`config.mk`:
```
export PLATFORM = sky130hd
export DESIGN_NAME = burst_accumulator_flat
export DESIGN_NICKNAME = d
export VERILOG_FILES = /design/src/rtl/burst_acc_pkg.sv /design/src/rtl/burst_accumulator_if.sv /design/src/rtl/burst_accumulator_adder.sv /design/src/rtl/burst_accumulator.sv /design/src/flat_wrapper.sv
export SDC_FILE = /design/constraint.sdc
export NUM_CORES = 1
export LEC_CHECK = 0
export ABC_AREA = 1
export CORE_MARGIN = 10
export CORE_UTILIZATION = 35
export DETAILED_ROUTE_END_ITERATION = 7
export GPL_TIMING_DRIVEN = 1
export PLACE_DENSITY = 0.58
export RECOVER_POWER = 50
export SYNTH_ARGS = -nofsm -noshare
export SYNTH_HDL_FRONTEND = slang
export SYNTH_SLANG_ARGS = --single-unit
```
`constraint.sdc`:
```
create_clock -name clk -period 2.5 [get_ports clk]
set_input_delay 0.5 -clock clk [delete_from_list [all_inputs] [get_ports clk]]
set_output_delay 0.5 -clock clk [all_outputs]
set_load 0.02 [all_outputs]
```
`src/rtl/burst_acc_pkg.sv`:
```
// Width, state encoding and saturation limits shared by the burst accumulator files.
package burst_acc_pkg;

  localparam int W = 5;

  typedef enum logic [1:0] {
    IDLE,
    ACC,
    DONE
  } state_t;

  localparam logic [W-1:0] SAT_POS = 5'b01111;
  localparam logic [W-1:0] SAT_NEG = 5'b10000;

endpackage

```
`src/rtl/burst_accumulator_if.sv`:
```
// Operand-in / result-out valid-ready bundle; slave is the accumulator, master the neighbour.
interface burst_accumulator_if;
  import burst_acc_pkg::*;

  logic         in_valid;
  logic         in_ready;
  logic [W-1:0] in_data;
  logic         in_op;
  logic         out_valid;
  logic         out_ready;
  logic [W-1:0] out_sum;
  logic         out_ov;

  modport master (
    output in_valid, in_data, in_op, out_ready,
    input  in_ready, out_valid, out_sum, out_ov
  );

  modport slave (
    input  in_valid, in_data, in_op, out_ready,
    output in_ready, out_valid, out_sum, out_ov
  );

endinterface

```
`src/rtl/burst_accumulator_adder.sv`:
```
// W-bit two's-complement ripple add/subtract (addsub=1 gives a-b); purely combinational.
// Latency: none; no handshake, so no backpressure.
module ripple_adder
  import burst_acc_pkg::*;
(
  input  logic [W-1:0] a_i,
  input  logic [W-1:0] b_i,
  input  logic         addsub_i,
  output logic [W-1:0] s_o,
  output logic         cout_o
);

  logic [W-1:0] b_eff;

  assign b_eff = b_i ^ {W{addsub_i}};

  always_comb begin : p_chain
    logic c;
    c   = addsub_i;
    s_o = '0;
    for (int i = 0; i < W; i++) begin
      s_o[i] = a_i[i] ^ b_eff[i] ^ c;
      c      = (a_i[i] & b_eff[i]) | (c & (a_i[i] ^ b_eff[i]));
    end
    cout_o = c;
  end

endmodule

```
`src/rtl/burst_accumulator.sv`:
```
// Folds LEN signed add/sub operands into a 5-bit sum with sticky overflow; result valid the cycle after the LEN-th accept.
// in_ready drops while the result waits for out_ready; BURST_ACC_SAT_EN selects saturating instead of wrapping steps.
module burst_accumulator
  import burst_acc_pkg::*;
#(
  parameter int LEN = 4
)
(
  input  logic                clk,
  input  logic                rst,
  burst_accumulator_if.slave  bus
);

  localparam logic [3:0] LEN_C = 4'(LEN);

  state_t       state_q, state_d;
  logic [W-1:0] acc_q, acc_d;
  logic         ov_q, ov_d;
  logic [3:0]   cnt_q, cnt_d;

  logic [W-1:0] add_a;
  logic [W-1:0] add_s;
  logic [W-1:0] step_val;
  logic         add_cout_unused;
  logic         eff_sign;
  logic         ovf_step;
  logic         accept;
  logic [3:0]   cnt_inc;

  assign add_a = (state_q == IDLE) ? '0 : acc_q;

  ripple_adder u_adder (
    .a_i      (add_a),
    .b_i      (bus.in_data),
    .addsub_i (bus.in_op),
    .s_o      (add_s),
    .cout_o   (add_cout_unused)
  );

  // Sign-based overflow also catches 0 - (-16), which the adder carry flag misreports.
  assign eff_sign = bus.in_data[W-1] ^ bus.in_op;
  assign ovf_step = (add_a[W-1] == eff_sign) && (add_s[W-1] != add_a[W-1]);

`ifdef BURST_ACC_SAT_EN
  assign step_val = ovf_step ? (add_a[W-1] ? SAT_NEG : SAT_POS) : add_s;
`else
  assign step_val = add_s;
`endif

  assign cnt_inc = cnt_q + 4'd1;
  assign accept  = bus.in_valid && bus.in_ready;

  assign bus.in_ready  = (state_q != DONE);
  assign bus.out_valid = (state_q == DONE);
  assign bus.out_sum   = acc_q;
  assign bus.out_ov    = ov_q;

  always_comb begin
    state_d = state_q;
    acc_d   = acc_q;
    ov_d    = ov_q;
    cnt_d   = cnt_q;
    case (state_q)
      IDLE: begin
        if (accept) begin
          acc_d   = step_val;
          ov_d    = ovf_step;
          cnt_d   = 4'd1;
          state_d = (LEN_C == 4'd1) ? DONE : ACC;
        end
      end
      ACC: begin
        if (accept) begin
          acc_d = step_val;
          ov_d  = ov_q | ovf_step;
          cnt_d = cnt_inc;
          if (cnt_inc == LEN_C) begin
            state_d = DONE;
          end
        end
      end
      DONE: begin
        if (bus.out_ready) begin
          state_d = IDLE;
          acc_d   = '0;
          ov_d    = 1'b0;
          cnt_d   = '0;
        end
      end
      default: begin
        state_d = IDLE;
        acc_d   = '0;
        ov_d    = 1'b0;
        cnt_d   = '0;
      end
    endcase
  end

  always_ff @(posedge clk or posedge rst) begin
    if (rst) begin
      state_q <= IDLE;
      acc_q   <= '0;
      ov_q    <= 1'b0;
      cnt_q   <= '0;
    end else begin
      state_q <= state_d;
      acc_q   <= acc_d;
      ov_q    <= ov_d;
      cnt_q   <= cnt_d;
    end
  end

endmodule

```
`src/flat_wrapper.sv`:
```
// flat-port wrapper written by rule: the top's interface ports become plain ports
module burst_accumulator_flat import burst_acc_pkg::*;
#(
  parameter int LEN = 4
)
  (clk, rst, bus_in_valid, bus_in_data, bus_in_op, bus_out_ready, bus_in_ready, bus_out_valid, bus_out_sum, bus_out_ov);
  burst_accumulator_if bus_i ();
  input  logic clk;
  input  logic rst;
  input wire logic [$bits(bus_i.in_valid)-1:0] bus_in_valid;
  input wire logic [$bits(bus_i.in_data)-1:0] bus_in_data;
  input wire logic [$bits(bus_i.in_op)-1:0] bus_in_op;
  input wire logic [$bits(bus_i.out_ready)-1:0] bus_out_ready;
  output wire logic [$bits(bus_i.in_ready)-1:0] bus_in_ready;
  output wire logic [$bits(bus_i.out_valid)-1:0] bus_out_valid;
  output wire logic [$bits(bus_i.out_sum)-1:0] bus_out_sum;
  output wire logic [$bits(bus_i.out_ov)-1:0] bus_out_ov;
  assign bus_i.in_valid = bus_in_valid;
  assign bus_i.in_data = bus_in_data;
  assign bus_i.in_op = bus_in_op;
  assign bus_i.out_ready = bus_out_ready;
  assign bus_in_ready = bus_i.in_ready;
  assign bus_out_valid = bus_i.out_valid;
  assign bus_out_sum = bus_i.out_sum;
  assign bus_out_ov = bus_i.out_ov;
  burst_accumulator #(.LEN(LEN)) u_core (.clk(clk), .rst(rst), .bus(bus_i));
endmodule
```
==> run_results.csv, run 1 <==
group,metric,value,unit
clock_tree,postCtsHoldBufs,0,
worst_hold_path,min_path_cells,2,
global_route,grt_pass1_wl,2910,µm
logic_synthesis,yosys.area.top_type,"dfrtp_1",
logic_synthesis,mappedNetlistNets,115,
setup_path,rr_endpoint,"u_core.bus.out_sum[3]",
logic_synthesis,netlist_area,805,µm²
power,power_switching,398,µW
power,swShare,40.2,%
global_route,antenna_found_initial,0,
logic_synthesis,ys_warn_count,0,
clock_tree,cts_tree,"yes",
power,intPower,594,µW
logic_synthesis,synth_cell_type_count,19,
worst_hold_path,whs_endpoint,"u_core.cnt_q[3]",
placed_design,dp_hpwl,1440,µm
clock_tree,cts.sinks,12,
clock_tree,clockBufferDepth,2,
setup_path,critPathKind,"in -> reg",
power,power.density,920,nW/µm²
timing,tightest_slew,0.448,ns
timing,tns,0,ns
timing,relSlewSlack,70.1,%
drt,wl_per_cell,10.6,µm
finish,final_layout_size_suffix_gt1_share,15.9,%
finish,final_common_cell,"nand2_1",
run,drv_cap,0,
timing,clock_skew,0.00211,ns
global_route,gr-usage-all-layers,8.19,%
clock_tree,clk_pin_slew,0.07,ns
drt,dr.pass1.iters,4,
logic_synthesis,ys_ff_latch,12,
floorplanning,ioPinCount,18,
drt,drc,0,
clock_tree,clk_latency,0.27,ns
drt,wl,1640,µm
setup_path,cp-end-kind,"register",
timing,hold_viol,0,
clock_tree,post_cts_buffers,0,
timing,fin_crit,2.34,ns
status,status,"finished clean",
logic_synthesis,syn-mean-instance-area,8.05,µm²
setup_path,worstReg2RegStart,"u_core.state_q[1]",
floorplanning,die-area,4620,µm²
clock_tree,numCtsBuffers,3,
finish,multi_input_area,424,µm²
timing,maxSlewViolCount,0,
finish,fill_cells,230,
finish,final_cell_mix,"28 x nand2_1, 16 x inv_1, 15 x clkdlybuf4s50_1, 12 x dfrtp_1, 8 x nand3_1",
logic_synthesis,netlist.area_leader.share,37.3,%
worst_hold_path,hold_class,"reg -> reg",
timing,rsz0062_at_grt,"false",
finish,fin_nets,142,
timing,max_freq,428,MHz
setup_path,critPathMaxFanout,3,
clock_tree,cts_resized,0,
logic_synthesis,netlist_instances,100,
drt,viasPerCell,4.37,
timing,setup_viol,0,
floorplanning,die-height,67.9,µm
drt,dr_total_vias,673,
setup_path,worst_setup_path_start_kind,"primary input",
global_route,grt_pass1_vias,668,
logic_synthesis,yosysSeqAreaShare,37.3,%
setup_path,cp_data_required_time,2.70,ns
clock_tree,htree_levels,1,
power,finalPower,992,µW
power,sequentialPowerShare,33.6,%
worst_hold_path,hp-start,"u_core.cnt_q[3]",
power,peakVddDrop,0.000405,V
finish,syn_to_final_growth,34.1,%
floorplanning,floorplan.initialDensity,36.7,%
power,power_frac_comb,51.2,%
floorplanning,num_rows,17,
floorplanning,fp.dieW,67.9,µm
drt,detail-route-antenna-nets,0,
timing,period_share,93.5,%
power,clockPowerShare,15.1,%
placed_design,io_buffers,17,
clock_tree,cts_root_buf,"clkbuf_4",
global_route,grt_max_degree,13,
power,leakagePower,0.553,nW
finish,n_antenna_cell,0,
logic_synthesis,synth_top_cells_by_area,"dfrtp_1 37%, nand2_1 13%, fa_1 7.5%",
finish,seqCellArea,300,µm²
placed_design,routabilityCongestion,0.758,
setup_path,reg2reg_slack,0.17,ns
setup_path,critPathArrivalTime,2.54,ns
global_route,gr-total-overflow,0,
setup_path,reg2regPathDepth,9,
drt,dr.first_iter.drc_count,8,
floorplanning,core-area,2190,µm²
-- cell type report --
cell class / count / share of cell area, %
flip-flops and latches: 12 / 27.8
inverters: 18 / 6.26
clock buffers: 4 / 3.36
well taps: 28 / 3.25
repair buffers: 23 / 20.0
multi-input cells: 69 / 39.3
-- worst max-delay path by stage --
stage                            startpoint  slack (ns)                    end  depth (start not counted)
after floorplan           u_core.state_q[1]        0.23  u_core.bus.out_sum[3]                          9
after global placement            bus_in_op        -0.1  u_core.bus.out_sum[3]                          7
after detailed placement          bus_in_op       -0.13  u_core.bus.out_sum[3]                          7
after CTS                 u_core.state_q[1]        0.16  u_core.bus.out_sum[3]                          9
after global routing      u_core.state_q[1]        0.01  u_core.bus.out_sum[3]                          9
final                             bus_in_op        0.16  u_core.bus.out_sum[3]                          7
-- registers in the layout, summed over array words and instances (netlist names) --
signal	count
u_core.state_q	2
u_core.bus.out_sum	5
u_core.cnt_q	4
u_core.bus.out_ov	1
-- worst max-delay path, cell delays in order --
cell and delay (ns):
clkdlybuf4s50_1 0.46, xor2_1 0.19, fa_1 0.41, fa_1 0.36, inv_1 0.07, fa_1 0.42
o21ai_2 0.13
-- metrics by stage --
| step | instances | setup WS, ns | hold slack, ns | utilization (%) | area [µm²] |
|---|---|---|---|---|---|
| 2_1_floorplan | 100 | 0.229 | 0.365 | - | 805 |
| 3_3_place_gp | 150 | -0.0981 | 0.492 | 47.9 | 1050 |
| 3_5_place_dp | 150 | -0.126 | 0.499 | 47.9 | 1050 |
| 4_1_cts | 154 | 0.157 | 0.517 | 49.6 | 1090 |
| 5_1_grt | 154 | 0.0117 | 0.557 | 49.2 | 1080 |
| 6_report | 154 | 0.163 | 0.508 | 49.2 | 1080 |
-- cell usage after synthesis --
master and number:
nand2_1 27, xor2_1 4, inv_1 16, nand3_1 8
xnor2_1 2, nor2_4 2, buf_2 1, fa_1 3
o21ai_2 3, nor2_1 5, a22o_2 1, nand2_4 2
nand2_2 1, o21ai_0 4, o21ai_1 4, inv_2 2
dfrtp_1 12, or2_1 1, ha_1 2
-- routing by layer --
metal / share of wire (%) / up-vias / routed length, µm / track usage [%]
li1: - / 358 / - / -
met1: 47 / 303 / 764 / 9.56
met2: 47 / 10 / 777 / 12.9
met3: 4.3 / 2 / 70 / 2.12
met4: 1.6 / 0 / 27 / 5.53
met5: 0 / - / 0 / 0
-- power by group through the flow --
stage | clock (mW) | sequential (mW) | combinational, mW
2_1_floorplan | 0 | 0.385 | 0.272
3_3_place_gp | 0 | 0.333 | 0.517
3_5_place_dp | 0 | 0.339 | 0.521
4_1_cts | 0.159 | 0.335 | 0.523
5_1_grt | 0.167 | 0.346 | 0.579
6_report | 0.150 | 0.333 | 0.508
-- logic make-up (layout without fill, tap and decap cells) --
family,count (synthesis),in the layout,share of synthesized area [%]
and+or+nand+nor,46,46,27.1
adders and majority gates,5,5,10.6
AOI/OAI and AO/OA,12,12,9.49
xor gates and xnor gates,6,6,6.53
buffers and inverters,19,45,9.02
DFF,12,12,37.3
No activity file was read; power rests on OpenSTA's default activity.
==> run 2, diff against run 1 <==
CORE_UTILIZATION = 48   (was 35)
HOLD_SLACK_MARGIN = 0.1   (was not set)
PLACE_DENSITY = 0.76   (was 0.58)
SETUP_SLACK_MARGIN = 0.2   (was not set)
==> run 2 against run 1 <==
  * Clock-buffer cell count unchanged
  * Non-clock buffer count increased by 1
  * Via count is 7.7% higher
  * Combinational power increased by 6.3%
  * Fmax up 5.3%
  * Total power is 4.0% higher
  * Critical path depth unchanged
  * Final area is 1.9% higher
  * Critical path type unchanged
  * Largest power group unchanged
  * Highest routed layer unchanged
==> run_results.csv, run 2 (synthesis results as in run 1) <==
group,metric,value,unit
power,leakagePower,0.574,nW
setup_path,critPathMaxFanout,1,
floorplanning,die-area,3710,µm²
setup_path,worst_setup_path_start_kind,"primary input",
setup_path,critPathKind,"in -> reg",
placed_design,io_buffers,17,
global_route,grt_max_degree,13,
drt,viasPerCell,5.07,
clock_tree,numCtsBuffers,3,
timing,max_freq,451,MHz
clock_tree,cts_tree,"yes",
clock_tree,clockBufferDepth,2,
finish,largest_reg_flops,5,
drt,drc,0,
clock_tree,clk_latency,0.28,ns
setup_path,worstReg2RegStart,"u_core.state_q[0]",
placed_design,dp_hpwl,1550,µm
global_route,gr-total-overflow,0,
finish,seqCellArea,300,µm²
clock_tree,htree_levels,1,
run,drv_cap,0,
drt,detail-route-antenna-nets,0,
finish,multi_input_area,447,µm²
timing,setup_viol,0,
floorplanning,ioPinCount,18,
timing,tightest_slew,0.445,ns
timing,maxSlewViolCount,0,
setup_path,cp-end-kind,"register",
finish,fin_nets,143,
clock_tree,postCtsHoldBufs,0,
global_route,grt_pass1_wl,3090,µm
finish,final_common_cell,"nand2_1",
timing,fin_crit,2.22,ns
timing,hold_viol,0,
floorplanning,core-area,1540,µm²
drt,dr_total_vias,725,
timing,period_share,88.8,%
placed_design,routabilityCongestion,0.804,
setup_path,critPathArrivalTime,2.43,ns
global_route,grt_pass1_vias,732,
timing,clock_skew,0.00698,ns
clock_tree,clk_pin_slew,0.08,ns
placed_design,post_dp_cell_area,1030,µm²
global_route,antenna_found_initial,0,
floorplanning,die-height,60.9,µm
worst_hold_path,hp-start,"u_core.bus.out_ov",
power,power.density,939,nW/µm²
power,finalPower,1.03,mW
finish,n_antenna_cell,0,
finish,fill_cells,131,
drt,dr.pass1.iters,5,
setup_path,startpoint,"bus_in_data[1]",
drt,wl,1860,µm
finish,design_area,1100,µm²
setup_path,cp_data_required_time,2.71,ns
timing,timing.hold.ws,0.516,ns
timing,rsz0062_at_grt,"false",
timing,setup_slack,0.281,ns
status,status,"finished clean",
drt,wl_per_cell,13.0,µm
worst_hold_path,hold_class,"reg -> reg",
placed_design,dpl_worst_slack,-0.142,ns
global_route,gr-usage-all-layers,11.0,%
floorplanning,floorplan.initialDensity,52.2,%
finish,syn_to_final_growth,36.5,%
timing,tns,0,ns
floorplanning,fp.dieW,60.9,µm
power,peakVddDrop,0.000451,V
clock_tree,cts_root_buf,"clkbuf_4",
timing,relSlewSlack,70.3,%
finish,final_layout_size_suffix_gt1_share,21.3,%
finish,final_cell_mix,"28 x nand2_1, 15 x inv_1, 13 x clkdlybuf4s50_1, 12 x dfrtp_1, 8 x nand3_1",
clock_tree,cts.sinks,12,
floorplanning,num_rows,14,
drt,dr.first_iter.drc_count,20,
## run 2: cell type report
class | instances | area share, %
multi-input cells | 69 | 40.7
flip-flops and latches | 12 | 27.3
repair buffers | 24 | 20.7
inverters | 18 | 6.15
clock buffers | 4 | 3.30
well taps | 16 | 1.82
## run 2: what timing repair did
action / 4_1_cts / 5_1_grt
pin swaps: 0 / 2
hold endpoints to repair: 0 / 0
setup buffers: 0 / 2
resized for setup: 3 / 7
endpoints found under the setup margin: 3 / 3
## run 2: metrics by stage
step	std cells	utilization (%)
final	143	71.3
after global routing	143	71.3
after CTS	141	69.3
after detailed placement	137	66.6
after global placement	137	66.6
after floorplan	100	-
## run 2: critical path, stage by stage
cell and delay, ns:
clkdlybuf4s50_1 0.44, xor2_2 0.17, fa_2 0.37, fa_2 0.34, inv_2 0.07, fa_2 0.42
o21ai_2 0.13
## run 2: where the power goes
part | internal, mW | switching, mW | leakage [nW]
Clock | 0.0887 | 0.0691 | 0.0210
Sequential | 0.269 | 0.0644 | 0.149
Combinational | 0.251 | 0.290 | 0.404
Total | 0.609 | 0.423 | 0.574
## run 2: metal layers
metal,part of all wire (%),vias up,routed length [µm],track usage [%]
met5,0,-,0,0
met4,2.4,0,44,6.27
met3,3.8,4,70,2.30
met2,51,15,948,18.6
met1,43,342,798,12.5
li1,-,364,-,-
## run 2: final timing paths
path	to	slack (ns)	depth (start not counted)
max	u_core.bus.out_sum[3]	0.28	7
min	u_core.bus.out_ov	0.52	2
max reg2reg	u_core.bus.out_sum[3]	0.34	9
min reg2reg	u_core.bus.out_ov	0.52	2
max in group asynchronous	u_core.bus.out_sum[3]	1.53	2
min in group asynchronous	u_core.state_q[1]	0.66	2
==> edit 1, RTL diff (flow settings as in run 2) <==
Set the package constant `W` to 7 (it was 5).
--- a/src/rtl/burst_acc_pkg.sv
+++ b/src/rtl/burst_acc_pkg.sv
@@ -2,5 +2,5 @@
 package burst_acc_pkg;
 
-  localparam int W = 5;
+  localparam int W = 7;
 
   typedef enum logic [1:0] {
Ports: changed (resized bus_in_data and bus_out_sum); port bits go from 18 to 22. The function was not compared with the original's and may differ.
==> edit 1 against run 2 <==
  * Wire length grew 33%
  * Sequential share of layout area shrank 1.4 points
  * Clock power grew 13%
  * Worst setup slack lost 580 ps
  * The flow now finishes with violations (negative setup slack)
  * Critical path depth grew 4
  * Total power grew 40%
  * Via count grew 22%
  * Critical endpoint is now u_core.bus.out_sum[5]
  * Design area grew 23%
  * Synthesized area grew 17%
  * Sequential cell count grew 2
==> edit 1: results (changes against run 2) <==
Parameter                              Value

Layout
  Antenna cell count    0 (unchanged)
  Fill cells    147 (+12%)
  Share of post-route cells with drive strength above 1    23.3% (+2.0 points)
  Net count reported at finish    179 (+25%)
  Number of flip-flops under the largest register name    7 (+2)

Power and ir drop
  IR drop worst, VDD    0.644 mV (+43%)
  Static leakage    0.691 nW (+20%)

Min path
  Worst hold-check path type    flip-flop to flip-flop

Critical path
  Critical path arrival    3040 ps (+610 ps)
  Maximum single-stage delay on the critical path    420 ps (-20 ps)
  Worst-path cell with the longest stage delay    dfrtp_1
  Highest net fanout along the worst path    3 (+2)

Route
  Per-cell via count in the routed design    4.83 (-4.8%)
  Vias    888 (+22%)
  First-pass DRT Iterations    4 (-1)
  Total Routed Length    2470 um (+33%)
  Number of violations reported at the end of detailed-routing iteration 0    16 (-20%)

Synthesis
  Commonest cells in the netlist    nand2_1 (34), inv_1 (20), dfrtp_1 (14), o21ai_0 (12), nand3_1 (9)
  Ys flop type    dfrtp_1
  Portion of the post-synthesis area used by sequential elements    37.3% (-0.041 points)
  Synth area leaders    dfrtp_1 (37%), nand2_1 (14%), fa_1 (11%)
  Number of nets in the synthesized netlist    141 (+23%)
  Number of warnings reported in the yosys synthesis log    0 (unchanged)
  Cells after synthesis    122 (+22%)
  Async set-reset flop share out of synthesis    100% (unchanged)
  Post-synth cell types    18 (-1)

STA
  Clock skew    4.76 ps (-2.22 ps)
  Worst hold slack    521 ps (+4.50 ps)
  Final setup violation count    4 (+4)
  Worst Tran Pin Value    569 ps (+124 ps)
  Setup TNS    -743 ps (-743 ps)
  Final Worst Setup Slack    -300 ps (-581 ps)

Global routing
  First-pass GRT wire length    4260 um (+38%)
  Vias in the first global route    961 (+31%)
  Largest net degree at the start of global routing    15 (+2)
  Met1 global-route usage    13.8% (+1.3 points)
  GR Util All Layers    13.1% (+2.1 points)
  Global-route met2 utilization    22.2% (+3.5 points)
  Met3 usage in global routing    3.83% (+1.5 points)
  Antenna violations before repair    0 (unchanged)

Placed design
  Total of buffers placed on input and output ports    21 (+4)
  Estimated wirelength of the detail-placed design    1800 um (+16%)
  Weighted congestion reported at the end of routability-driven placement    0.802 (-0.22%)
  Dpl ws    -819 ps (-677 ps)

CTS
  Clock slew at the register clock pins of the worst setup and hold paths    100 ps (+20 ps)
  Cell at the root of the clock tree    clkbuf_4
  Hold Buf Count CTS    0 (unchanged)
  Max clock buf depth    2 (unchanged)
  Total CTS buffers    3 (unchanged)
  H-tree depth    1 (unchanged)
  Clock Latency Late Sink    300 ps (+20 ps)

Outcome
  Status    finished with violations
  Violations in the final reports    negative setup slack
==> edit 1: changes by cell type after synthesis, sizes merged, moves of 2 or more <==
cell / before / now
dfrtp: 12 / 14
o21ai: 11 / 14
nor2: 7 / 9
inv: 18 / 22
nand4: 0 / 3
nand2: 30 / 36
fa: 3 / 5
==> edit 1: metrics by stage <==
stage	area, sq um	util [%]	power, mW
after global routing	1350	75.9	1.57
after detailed placement	1280	71.6	1.20
final	1350	75.9	1.44
after global placement	1280	71.6	1.17
after CTS	1340	75.2	1.42
after floorplan	987	-	0.884
==> edit 1: area by class of cell <==
type | instances | share of cell area (%)
clock buffer | 4 | 2.68
inverter | 22 | 6.11
multi-input combinational | 85 | 40.1
sequential | 14 | 25.9
tap | 25 | 2.31
timing repair buffer | 34 | 22.8
==> edit 1: metal layers <==
layer  part of all wire, %  wire length [um]
met2                    51              1260
met3                   4.7               115
met4                   3.2                80
met1                    41              1010
met5                     0                 0
==> edit 1: path summary, 6_finish.rpt <==
path                                          to  cells after the start         startpoint
setup / recovery           u_core.bus.out_sum[5]                     11  u_core.state_q[0]
hold / removal                 u_core.bus.out_ov                      2  u_core.bus.out_ov
setup reg to reg           u_core.bus.out_sum[5]                     11  u_core.state_q[0]
hold reg to reg                u_core.bus.out_ov                      2  u_core.bus.out_ov
max in group asynchronous  u_core.bus.out_sum[0]                      2                rst
min in group asynchronous        u_core.cnt_q[1]                      2                rst
==> edit 1: repair_timing <==
item,CTS,global route
hold endpoints to repair,0,0
pin swaps,3,2
setup buffers,3,1
cloned,0,0
gates resized for setup,6,3
setup endpoints to repair,5,5
==> edit 1: cell families after synthesis <==
group,count (synthesis),synth area share (%)
DFF,14,37.3
AOI/OAI and AO/OA,14,7.46
adders and majority gates,7,13.3
buffers and inverters,23,9.32
and+or+nand+nor,58,27.0
xor gates and xnor gates,6,5.59
==> edit 1: critical path, delay by kind of cell (launching register included) <==
family | cells | cell delay, ps
fa+ha+maj | 5 | 1770
simple gates | 2 | 220
compound gates | 2 | 190
flops | 1 | 420
buf+inv | 2 | 120
==> edit 1: where the power goes <==
part	switching, mW	internal, mW
Clock	0.0892	0.0890
Sequential	0.0808	0.324
Combinational	0.456	0.404
Total	0.626	0.817
==> edit 2, RTL diff (config.mk and constraints of run 2) <==
Made on the original files. Encoding of `state_t`: now one-hot (3 bits for 3 states).
--- a/src/rtl/burst_acc_pkg.sv
+++ b/src/rtl/burst_acc_pkg.sv
@@ -4,8 +4,8 @@
   localparam int W = 5;
 
-  typedef enum logic [1:0] {
-    IDLE,
-    ACC,
-    DONE
+  typedef enum logic [2:0] {
+    IDLE = 3'b001,
+    ACC  = 3'b010,
+    DONE = 3'b100
   } state_t;
 
Formal check against the unedited RTL: no difference found for any inputs over 10 cycles, from zero or initial values and one cycle with rst high; not proved beyond that.
==> edit 2 against run 2 <==
  * Die area increased by 9.0%
  * Wire length grew 9.8%
  * Design area is 7.9% higher
  * Total power is 3.8% higher
  * Clock skew is 4.3 ps lower
  * Synthesized area grew 14%
  * Sequential power is 5% higher
  * Clock power decreased by 16%
  * Sequential cell count is 1 higher
  * Worst setup slack got worse by 110 ps
  * First-iteration DRC count rose by 20%
==> edit 2: results (changes against run 2) <==
Parameter                              Value

Outcome
  Status    completed

Route
  Number of violations reported at the end of detailed-routing iteration 0    24 (+20%)
  Top routing layer in use    met3
  Vias    830 (+14%)
  Routed metal-1 wire length    868 um (+8.8%)
  First-pass DRT Iterations    4 (-1)
  Total Routed Length    2040 um (+9.8%)

Synthesis
  Synth Area in Compound Gates    5.07% (-4.4 points)
  Adder-cell share of the synthesized area    9.32% (-1.3 points)
  Commonest cells in the netlist    nand2_1 (45), inv_1 (18), dfrtp_1 (12), nand3_1 (10), nand2_2 (9)
  Portion of the post-synthesis area used by sequential elements    35.8% (-1.6 points)
  Synthesized-area fraction occupied by xor and xnor cells    3.84% (-2.7 points)
  Post-synth cell types    21 (+2)
  Synth area leaders    dfrtp_1 (33%), nand2_1 (18%), inv_1 (7.4%)
  Cells after synthesis    122 (+22%)
  Number of nets in the synthesized netlist    137 (+19%)

Critical path
  Critical path arrival    2550 ps (+120 ps)
  Worst reg-to-reg setup slack    170 ps (-170 ps)
  Start point of the critical path    u_core.state_q[0]
  Highest net fanout along the worst path    3 (+2)

Placed design
  Total cell area at the placement stage    0.00111 sq mm (+8.3%)
  Placed Cells incl. Taps    164 (+20%)
  Weighted congestion reported at the end of routability-driven placement    0.743 (-7.6%)
  Dpl ws    -151 ps (-8.83 ps)

Global routing
  First-pass GRT wire length    3260 um (+5.6%)
  GR Util All Layers    9.77% (-1.2 points)

Layout
  Count of non-filler cells in the finished layout    170 (+19%)
  Fill cells    163 (+24%)
  Sequential cell area in the final layout    328 sq um (+9.2%)

Power and ir drop
  IR drop worst, VDD    0.590 mV (+31%)
  Static leakage    0.631 nW (+9.9%)
  Net switching power    0.504 mW (+19%)

Min path
  Start point of the worst hold path    u_core.bus.out_sum[3]
  Worst hold-check path type    flip-flop to flip-flop

STA
  Final critical-path required period    2330 ps (+113 ps)
==> edit 2: cell types whose count changed in the layout (fill, tap and decap cells not counted), moves of 2 or more <==
cell	delta
buf_4	-3
o21ai_2	+2
nor2_4	-3
nand4_1	+2
clkbuf_1	+2
nand2_1	+16
nand2_2	+9
o21ai_1	-5
nand3_2	+2
nor2_1	-3
nor2_2	+2
==> edit 2: cells by family after synthesis <==
family / after synthesis
fa+ha+maj: 5
compound gates: 7
buf+inv: 22
simple gates: 71
flops: 13
xor+xnor: 4
==> edit 2: repair_timing <==
action                     CTS  global route
resized for setup            4            12
pin swaps                    0             8
buffers inserted             1             1
setup endpoints to repair    3             2
==> edit 2: per-stage QoR <==
stage	hold WS [ps]	TNS [ps]
global placement	496	-127
floorplan	376	0
finish	519	0
CTS	531	0
global route	549	0
detailed placement	510	-376
==> edit 2: layout make-up <==
cell class	instances	share of cell area (%)
multi-input combinational	87	44.1
tap	25	2.64
timing repair buffer	22	17.3
sequential	13	27.7
inverter	19	6.02
clock buffer	4	2.22
==> edit 2: routing by layer <==
metal  up-vias  track usage (%)
li1        419                -
met1       386             11.0
met2        25             16.0
met3         0             4.95
met4         0             2.46
met5         -                0
==> edit 2: power by group through the flow <==
| stage | registers, mW | logic (mW) | clock network (mW) |
|---|---|---|---|
| final | 0.351 | 0.587 | 0.133 |
| after detailed placement | 0.354 | 0.543 | 0 |
| after CTS | 0.349 | 0.565 | 0.137 |
| after global routing | 0.360 | 0.660 | 0.147 |
| after global placement | 0.349 | 0.528 | 0 |
| after floorplan | 0.374 | 0.375 | 0 |
==> edit 2: critical path, cell delays in order, from the launching register on <==
cell and delay, ps:
dfstp_1 570, nand3_4 100, nand2_2 90, o21ai_2 80, fa_2 400, fa_2 400, inv_2 70, fa_2 220
nand4_1 130, nand3_2 110, nand2_1 50, nand2_1 60
==> edit 2: final timing paths <==
kind                                         endpoint  cells after the start
worst max-delay path                u_core.bus.out_ov                     11
worst min-delay path            u_core.bus.out_sum[3]                      2
worst max register to register      u_core.bus.out_ov                     11
worst min register to register  u_core.bus.out_sum[3]                      2
max in group asynchronous           u_core.state_q[2]                      2
min in group asynchronous           u_core.bus.out_ov                      2
